--- src/rtl/muldiv_hilo_unit.sv ---
// Multiply/divide engine owning HI/LO: radix-2 shift-add multiply, restoring divide.
// Latency 34 edges for mult/div (33 busy cycles), 1 edge for MTHI/MTLO and divide-by-zero; start while busy is ignored.
module muldiv_hilo_unit #(
   parameter int WIDTH = 32
) (
   input  logic             clk,
   input  logic             reset,
   input  logic             start,
   input  logic [2:0]       op,
   input  logic [WIDTH-1:0] A,
   input  logic [WIDTH-1:0] B,
   input  logic             mf_req,
   output logic             busy,
   output logic             stall,
   output logic             done,
   output logic [WIDTH-1:0] HI,
   output logic [WIDTH-1:0] LO
);

   localparam int CW = $clog2(WIDTH);
   localparam int W2 = 2 * WIDTH;

   localparam logic [1:0] S_IDLE = 2'd0;
   localparam logic [1:0] S_RUN  = 2'd1;
   localparam logic [1:0] S_FIX  = 2'd2;

   localparam logic [2:0] OP_MULT  = 3'b000;
   localparam logic [2:0] OP_MULTU = 3'b001;
   localparam logic [2:0] OP_DIV   = 3'b010;
   localparam logic [2:0] OP_DIVU  = 3'b011;
   localparam logic [2:0] OP_MTHI  = 3'b100;
   localparam logic [2:0] OP_MTLO  = 3'b101;

   localparam logic [CW-1:0]    CNT_LAST = CW'(WIDTH - 1);
   localparam logic [CW-1:0]    CNT_ONE  = CW'(1);
   localparam logic [WIDTH-1:0] ONE_W    = WIDTH'(1);
   localparam logic [W2-1:0]    ONE_2W   = W2'(1);

   logic [1:0]       state_q, state_d;
   logic [CW-1:0]    cnt_q, cnt_d;
   logic [W2-1:0]    acc_q, acc_d;
   logic [WIDTH-1:0] opnd_q, opnd_d;
   logic [WIDTH-1:0] hi_q, hi_d;
   logic [WIDTH-1:0] lo_q, lo_d;
   logic             is_div_q, is_div_d;
   logic             neg_q, neg_d;
   logic             rneg_q, rneg_d;
   logic             done_q, done_d;

   // Operand conditioning: magnitudes for signed ops, raw bits for unsigned ones.
   logic             op_signed;
   logic             sign_diff;
   logic [WIDTH-1:0] a_mag;
   logic [WIDTH-1:0] b_mag;

   assign op_signed = (op == OP_MULT) || (op == OP_DIV);
   assign sign_diff = op_signed && (A[WIDTH-1] ^ B[WIDTH-1]);
   assign a_mag     = (op_signed && A[WIDTH-1]) ? (~A + ONE_W) : A;
   assign b_mag     = (op_signed && B[WIDTH-1]) ? (~B + ONE_W) : B;

   // Multiply step: acc holds {partial product, remaining multiplier bits}.
   logic [WIDTH:0]  mul_sum;
   logic [W2-1:0]   mul_next;

   assign mul_sum  = {1'b0, acc_q[W2-1:WIDTH]} + {1'b0, (acc_q[0] ? opnd_q : {WIDTH{1'b0}})};
   assign mul_next = {mul_sum, acc_q[WIDTH-1:1]};

   // Divide step: acc holds {partial remainder, dividend bits becoming quotient bits}.
   // The partial remainder is always below the divisor, so the shifted value fits WIDTH+1 bits
   // and a successful subtraction always fits back into WIDTH bits.
   logic [WIDTH:0]   div_part;
   logic             div_ge;
   logic [WIDTH-1:0] div_diff;
   logic [W2-1:0]    div_next;

   assign div_part = acc_q[W2-1:WIDTH-1];
   assign div_ge   = div_part >= {1'b0, opnd_q};
   assign div_diff = div_part[WIDTH-1:0] - opnd_q;
   assign div_next = div_ge ? {div_diff, acc_q[WIDTH-2:0], 1'b1}
                            : {acc_q[W2-2:0], 1'b0};

   // Sign fix-up applied on the way into HI/LO.
   logic [W2-1:0]    prod_fix;
   logic [WIDTH-1:0] quot_fix;
   logic [WIDTH-1:0] rem_fix;

   assign prod_fix = neg_q  ? (~acc_q + ONE_2W) : acc_q;
   assign quot_fix = neg_q  ? (~acc_q[WIDTH-1:0] + ONE_W) : acc_q[WIDTH-1:0];
   assign rem_fix  = rneg_q ? (~acc_q[W2-1:WIDTH] + ONE_W) : acc_q[W2-1:WIDTH];

   always_comb begin
      state_d  = state_q;
      cnt_d    = cnt_q;
      acc_d    = acc_q;
      opnd_d   = opnd_q;
      hi_d     = hi_q;
      lo_d     = lo_q;
      is_div_d = is_div_q;
      neg_d    = neg_q;
      rneg_d   = rneg_q;
      done_d   = 1'b0;

      case (state_q)
         S_IDLE: begin
            if (start) begin
               case (op)
                  OP_MTHI: hi_d = A;
                  OP_MTLO: lo_d = A;
                  OP_MULT, OP_MULTU: begin
                     acc_d    = {{WIDTH{1'b0}}, b_mag};
                     opnd_d   = a_mag;
                     neg_d    = sign_diff;
                     rneg_d   = 1'b0;
                     is_div_d = 1'b0;
                     cnt_d    = '0;
                     state_d  = S_RUN;
                  end
                  OP_DIV, OP_DIVU: begin
                     if (B == {WIDTH{1'b0}}) begin
                        hi_d   = A;
                        lo_d   = {WIDTH{1'b1}};
                        done_d = 1'b1;
                     end else begin
                        acc_d    = {{WIDTH{1'b0}}, a_mag};
                        opnd_d   = b_mag;
                        neg_d    = sign_diff;
                        rneg_d   = op_signed && A[WIDTH-1];
                        is_div_d = 1'b1;
                        cnt_d    = '0;
                        state_d  = S_RUN;
                     end
                  end
                  default: ;
               endcase
            end
         end

         S_RUN: begin
            acc_d = is_div_q ? div_next : mul_next;
            cnt_d = cnt_q + CNT_ONE;
            if (cnt_q == CNT_LAST) begin
               state_d = S_FIX;
            end
         end

         S_FIX: begin
            if (is_div_q) begin
               hi_d = rem_fix;
               lo_d = quot_fix;
            end else begin
               hi_d = prod_fix[W2-1:WIDTH];
               lo_d = prod_fix[WIDTH-1:0];
            end
            done_d  = 1'b1;
            state_d = S_IDLE;
         end

         default: state_d = S_IDLE;
      endcase
   end

   always_ff @(posedge clk) begin
      if (reset) begin
         state_q  <= S_IDLE;
         cnt_q    <= '0;
         acc_q    <= '0;
         opnd_q   <= '0;
         hi_q     <= '0;
         lo_q     <= '0;
         is_div_q <= 1'b0;
         neg_q    <= 1'b0;
         rneg_q   <= 1'b0;
         done_q   <= 1'b0;
      end else begin
         state_q  <= state_d;
         cnt_q    <= cnt_d;
         acc_q    <= acc_d;
         opnd_q   <= opnd_d;
         hi_q     <= hi_d;
         lo_q     <= lo_d;
         is_div_q <= is_div_d;
         neg_q    <= neg_d;
         rneg_q   <= rneg_d;
         done_q   <= done_d;
      end
   end

   assign busy  = (state_q != S_IDLE);
   assign stall = busy & (mf_req | start);
   assign done  = done_q;
   assign HI    = hi_q;
   assign LO    = lo_q;

endmodule

--- config.mk ---
export PLATFORM = sky130hd
export DESIGN_NAME = muldiv_hilo_unit
export DESIGN_NICKNAME = d
export VERILOG_FILES = /design/src/rtl/muldiv_hilo_unit.sv
export SDC_FILE = /design/constraint.sdc
export NUM_CORES = 1
export LEC_CHECK = 0
export CORE_UTILIZATION = 45
export CTS_BUF_LIST = sky130_fd_sc_hd__clkbuf_16
export CTS_CLUSTER_SIZE = 28
export DETAILED_ROUTE_END_ITERATION = 8
export HOLD_SLACK_MARGIN = 0.15
export PLACE_DENSITY_LB_ADDON = 0.12
export SLEW_MARGIN = 25
export SYNTH_ARGS = -nofsm -noshare
export SYNTH_HDL_FRONTEND = slang
export SYNTH_SLANG_ARGS = --single-unit
--- constraint.sdc ---
create_clock -name clk -period 9.17 [get_ports clk]
set_clock_uncertainty 0.05 [all_clocks]
set_input_delay 1.834 -clock clk [delete_from_list [all_inputs] [get_ports clk]]
set_output_delay 1.834 -clock clk [all_outputs]
set_load 0.005 [all_outputs]
==> flow_summary.json <==
{
  "post-route-drc-count": 0,
  "cts_root_buf": "clkbuf_16",
  "peakVddDrop_uv": 142.2,
  "yosys_warnings": 0,
  "r2r-end": "acc_q[61]$_SDFFE_PP0P_",
  "swShare_pct": 40.41,
  "whs_path_depth": 2,
  "finalCritPeriodShare_pct": 60.50,
  "cp.required_ns": 9.43,
  "grt_use_total_pct": 33.68,
  "ff_latch_area_sq_um": 3427,
  "die_h_microns": 182.4,
  "syn_to_final_growth_pct": 14.46,
  "crit_arrival_ns": 5.81,
  "power_frac_comb_pct": 34.5,
  "antenna_found_initial": 0,
  "internal_power_w": 0.001523,
  "hold_buffers": 0,
  "criticalPathCategory": "input pin to flop",
  "cp-startpoint": "B[19]",
  "max_slew.worst_pin.slew_ns": 1.021,
  "r2r_cells": 13,
  "seq_power_share_pct": 34.2,
  "synth_edf_count": 0,
  "hold_class": "flop to flop",
  "first_global_vias": 14368,
  "dp_hpwl_mm": 42.80,
  "dp_cells": 2459,
  "die_area_sq_um": 33280,
  "multiInputGateArea_sq_um": 10390,
  "ys_async_sr_fraction_pct": 0,
  "p_clk_share_pct": 31.3,
  "num-fill-cells": 3077,
  "grt_max_degree": 88,
  "drtIter0Drc": 1996,
  "gp_congestion": 0.9631,
  "fin_hold_ws_ns": 0.4069,
  "post_cts_resized": 0,
  "netlist_area_sq_um": 14650,
  "synth_cell_types": 77,
  "syn_nets": 2157,
  "wirelength_mm": 56.72,
  "maxSlewViolCount": 0,
  "maxCapViolCount": 0,
  "cp-end-kind": "flop",
  "hold_viol": 0,
  "insertion_delay_ns": 0.46,
  "finalNonFillerCells": 2492,
  "period_needed_ns": 5.548,
  "synth_seq_cells": 171,
  "synth-seq-area-share_pct": 23.37,
  "h-tree-depth": 4,
  "setup_ws_ns": 3.622,
  "ys.flop_type": "dfxtp_1",
  "die_x_microns": 182.4,
  "synthCells": 2014,
  "postCtsSetupRepairBufs": 0,
  "powerDensity_nw_per_um2": 152.4,
  "netlist.top_cell.by_area": "dfxtp_1",
  "clockBufferDepth": 2,
  "r2r_start": "acc_q[0]$_SDFFE_PP0P_",
  "worstSetupStartpointType": "input pin",
  "finalSetupViolCount": 0,
  "max_freq_ghz": 0.1802,
  "rrSetupSlack_ns": 4.89,
  "grt_pass1_wl_mm": 86.43,
  "drive_gt1_share_pct": 4.523,
  "synth_top_area_share_pct": 23.37,
  "p_leak_nw": 6.332,
  "vias": 15903,
  "power_switching_w": 0.001032,
  "clkSinkCount": 171,
  "holdCritStartpoint": "HI[21]$_SDFFE_PP0P_",
  "synth.avg_cell_area_sq_um": 7.273,
  "relSlewSlack_pct": 31.79,
  "status": "complete, no violations",
  "critPathMaxFanout": 54,
  "pre_cts_ws_ns": 3.277,
  "overflow": 0,
  "core_area_sq_um": 31800,
  "antenna_left": 0,
  "vias_per_cell": 6.382,
  "io_pins": 138,
  "cts_tree": "built",
  "start_util_pct": 46.06,
  "drt_pass1_iterations": 8,
  "avgRoutedWirePerCell_microns": 22.76,
  "min_to": "HI[21]$_SDFFE_PP0P_",
  "synth_area_leaders": "dfxtp_1 23%, nor2_1 6.7%, a21oi_1 6.5%",
  "nets": 2186,
  "cts_buffers": 17,
  "finalSetupTns_ns": 0,
  "portBuffers": 137,
  "rows": 65,
  "rsz0062_at_grt": "false",
  "clk_pin_slew_ns": 0.08,
  "final_core_util_pct": 52.72
}
==> power groups by stage <==
stage / clock [W] / sequential (W) / combinational (W)
6_report: 0.000800 / 0.000874 / 0.000881
2_1_floorplan: 0 / 0.000846 / 0.000598
3_5_place_dp: 0 / 0.000888 / 0.000856
4_1_cts: 0.000806 / 0.000870 / 0.000861
5_1_grt: 0.000835 / 0.000879 / 0.000951
3_3_place_gp: 0 / 0.000886 / 0.000854
==> cell type report <==
cell class                      count  area share [%]
Multi-Input combinational cell   1632           61.96
Sequential cell                   171           20.44
Timing Repair Buffer              156           9.015
Tap cell                          435           3.246
Clock buffer                       17           2.537
Inverter                           65           1.455
Clock inverter                     15           1.328
Antenna cell                        1         0.01493
==> routing by layer <==
layer  vias to the layer above  global-route usage [%]  wire (microns)
met4                         0                   13.08            2075
met2                       919                   49.64           23920
met1                      7455                   48.62           25330
met3                       111                   5.508            5389
li1                       7418                       -               -
met5                         -                       0               0
==> cells in the final DEF, fill, tap and decap left out, drive strengths merged, types with 12 or more instances in the layout <==
cell,synthesis,routed
nor4,20,20
dfxtp,171,171
xor2,61,61
nand4,19,19
mux2i,44,44
nand2b,14,14
o221ai,34,34
a221oi,28,28
clkdlybuf4s50,0,136
o22ai,14,14
o21a,15,15
a31oi,20,20
a21o,30,30
o41ai,15,15
or3,20,20
o21ai,132,132
nor3,44,44
nor2b,17,17
xnor2,103,103
clkbuf,115,17
buf,29,20
nand2,183,183
o21bai,12,12
a311oi,15,15
inv,65,74
o211ai,30,30
and3,16,16
a21oi,191,191
nand3,30,30
a211oi,46,46
nor2,263,263
o31ai,28,28
ha,70,70
or4,20,20
==> cells by family after synthesis <==
group / share of synthesized area (%)
AOI/OAI and AO/OA: 30.39
and+or+nand+nor: 21.09
buffers and inverters: 6.082
DFF: 23.37
xor gates and xnor gates: 9.806
adders and majority gates: 6.253
muxes: 3.007
==> critical path, stage by stage <==
cell and delay [ns]:
clkdlybuf4s50_1 0.47, or4_1 0.62, or4_1 0.49, nor4_2 0.62, a21oi_1 0.23, o21ba_1 0.31
nand2_4 0.47, nor2_2 0.29, a222oi_1 0.38, nor2_1 0.07
==> flip-flops by register name, indices dropped and copies added (netlist names) <==
name	count
cnt_q	5
is_div_q	1
HI	32
done	1
rneg_q	1
LO	32
opnd_q	32
state_q	2
acc_q	64
neg_q	1
==> how the worst max path moves through the flow <==
stage / depth (start not counted) / endpoint / slack, ns
6_report: 10 / opnd_q[24]$_SDFFE_PP0P_ / 3.62
2_1_floorplan: 11 / opnd_q[19]$_SDFFE_PP0P_ / 4.63
4_1_cts: 10 / opnd_q[24]$_SDFFE_PP0P_ / 3.74
5_1_grt: 10 / opnd_q[24]$_SDFFE_PP0P_ / 3.43
3_3_place_gp: 10 / opnd_q[2]$_SDFFE_PP0P_ / 3.45
3_5_place_dp: 10 / opnd_q[24]$_SDFFE_PP0P_ / 3.28
==> per-stage QoR <==
step           total power [W]  area, sq um
2_1_floorplan         0.001444        14650
3_3_place_gp          0.001741        16100
3_5_place_dp          0.001744        16100
4_1_cts               0.002537        16750
5_1_grt               0.002666        16760
6_report              0.002555        16770
==> Yosys cell counts (all sizes together), types with 30 or more instances <==
cell type and instances:
a211oi 46, a21o 30, a21oi 191, clkbuf 115
dfxtp 171, ha 70, inv 65, mux2i 44
nand2 183, nand3 30, nor2 263, nor3 44
o211ai 30, o21ai 132, o221ai 34, xnor2 103
xor2 61
Note: power is estimated with default switching activity, not from simulation.
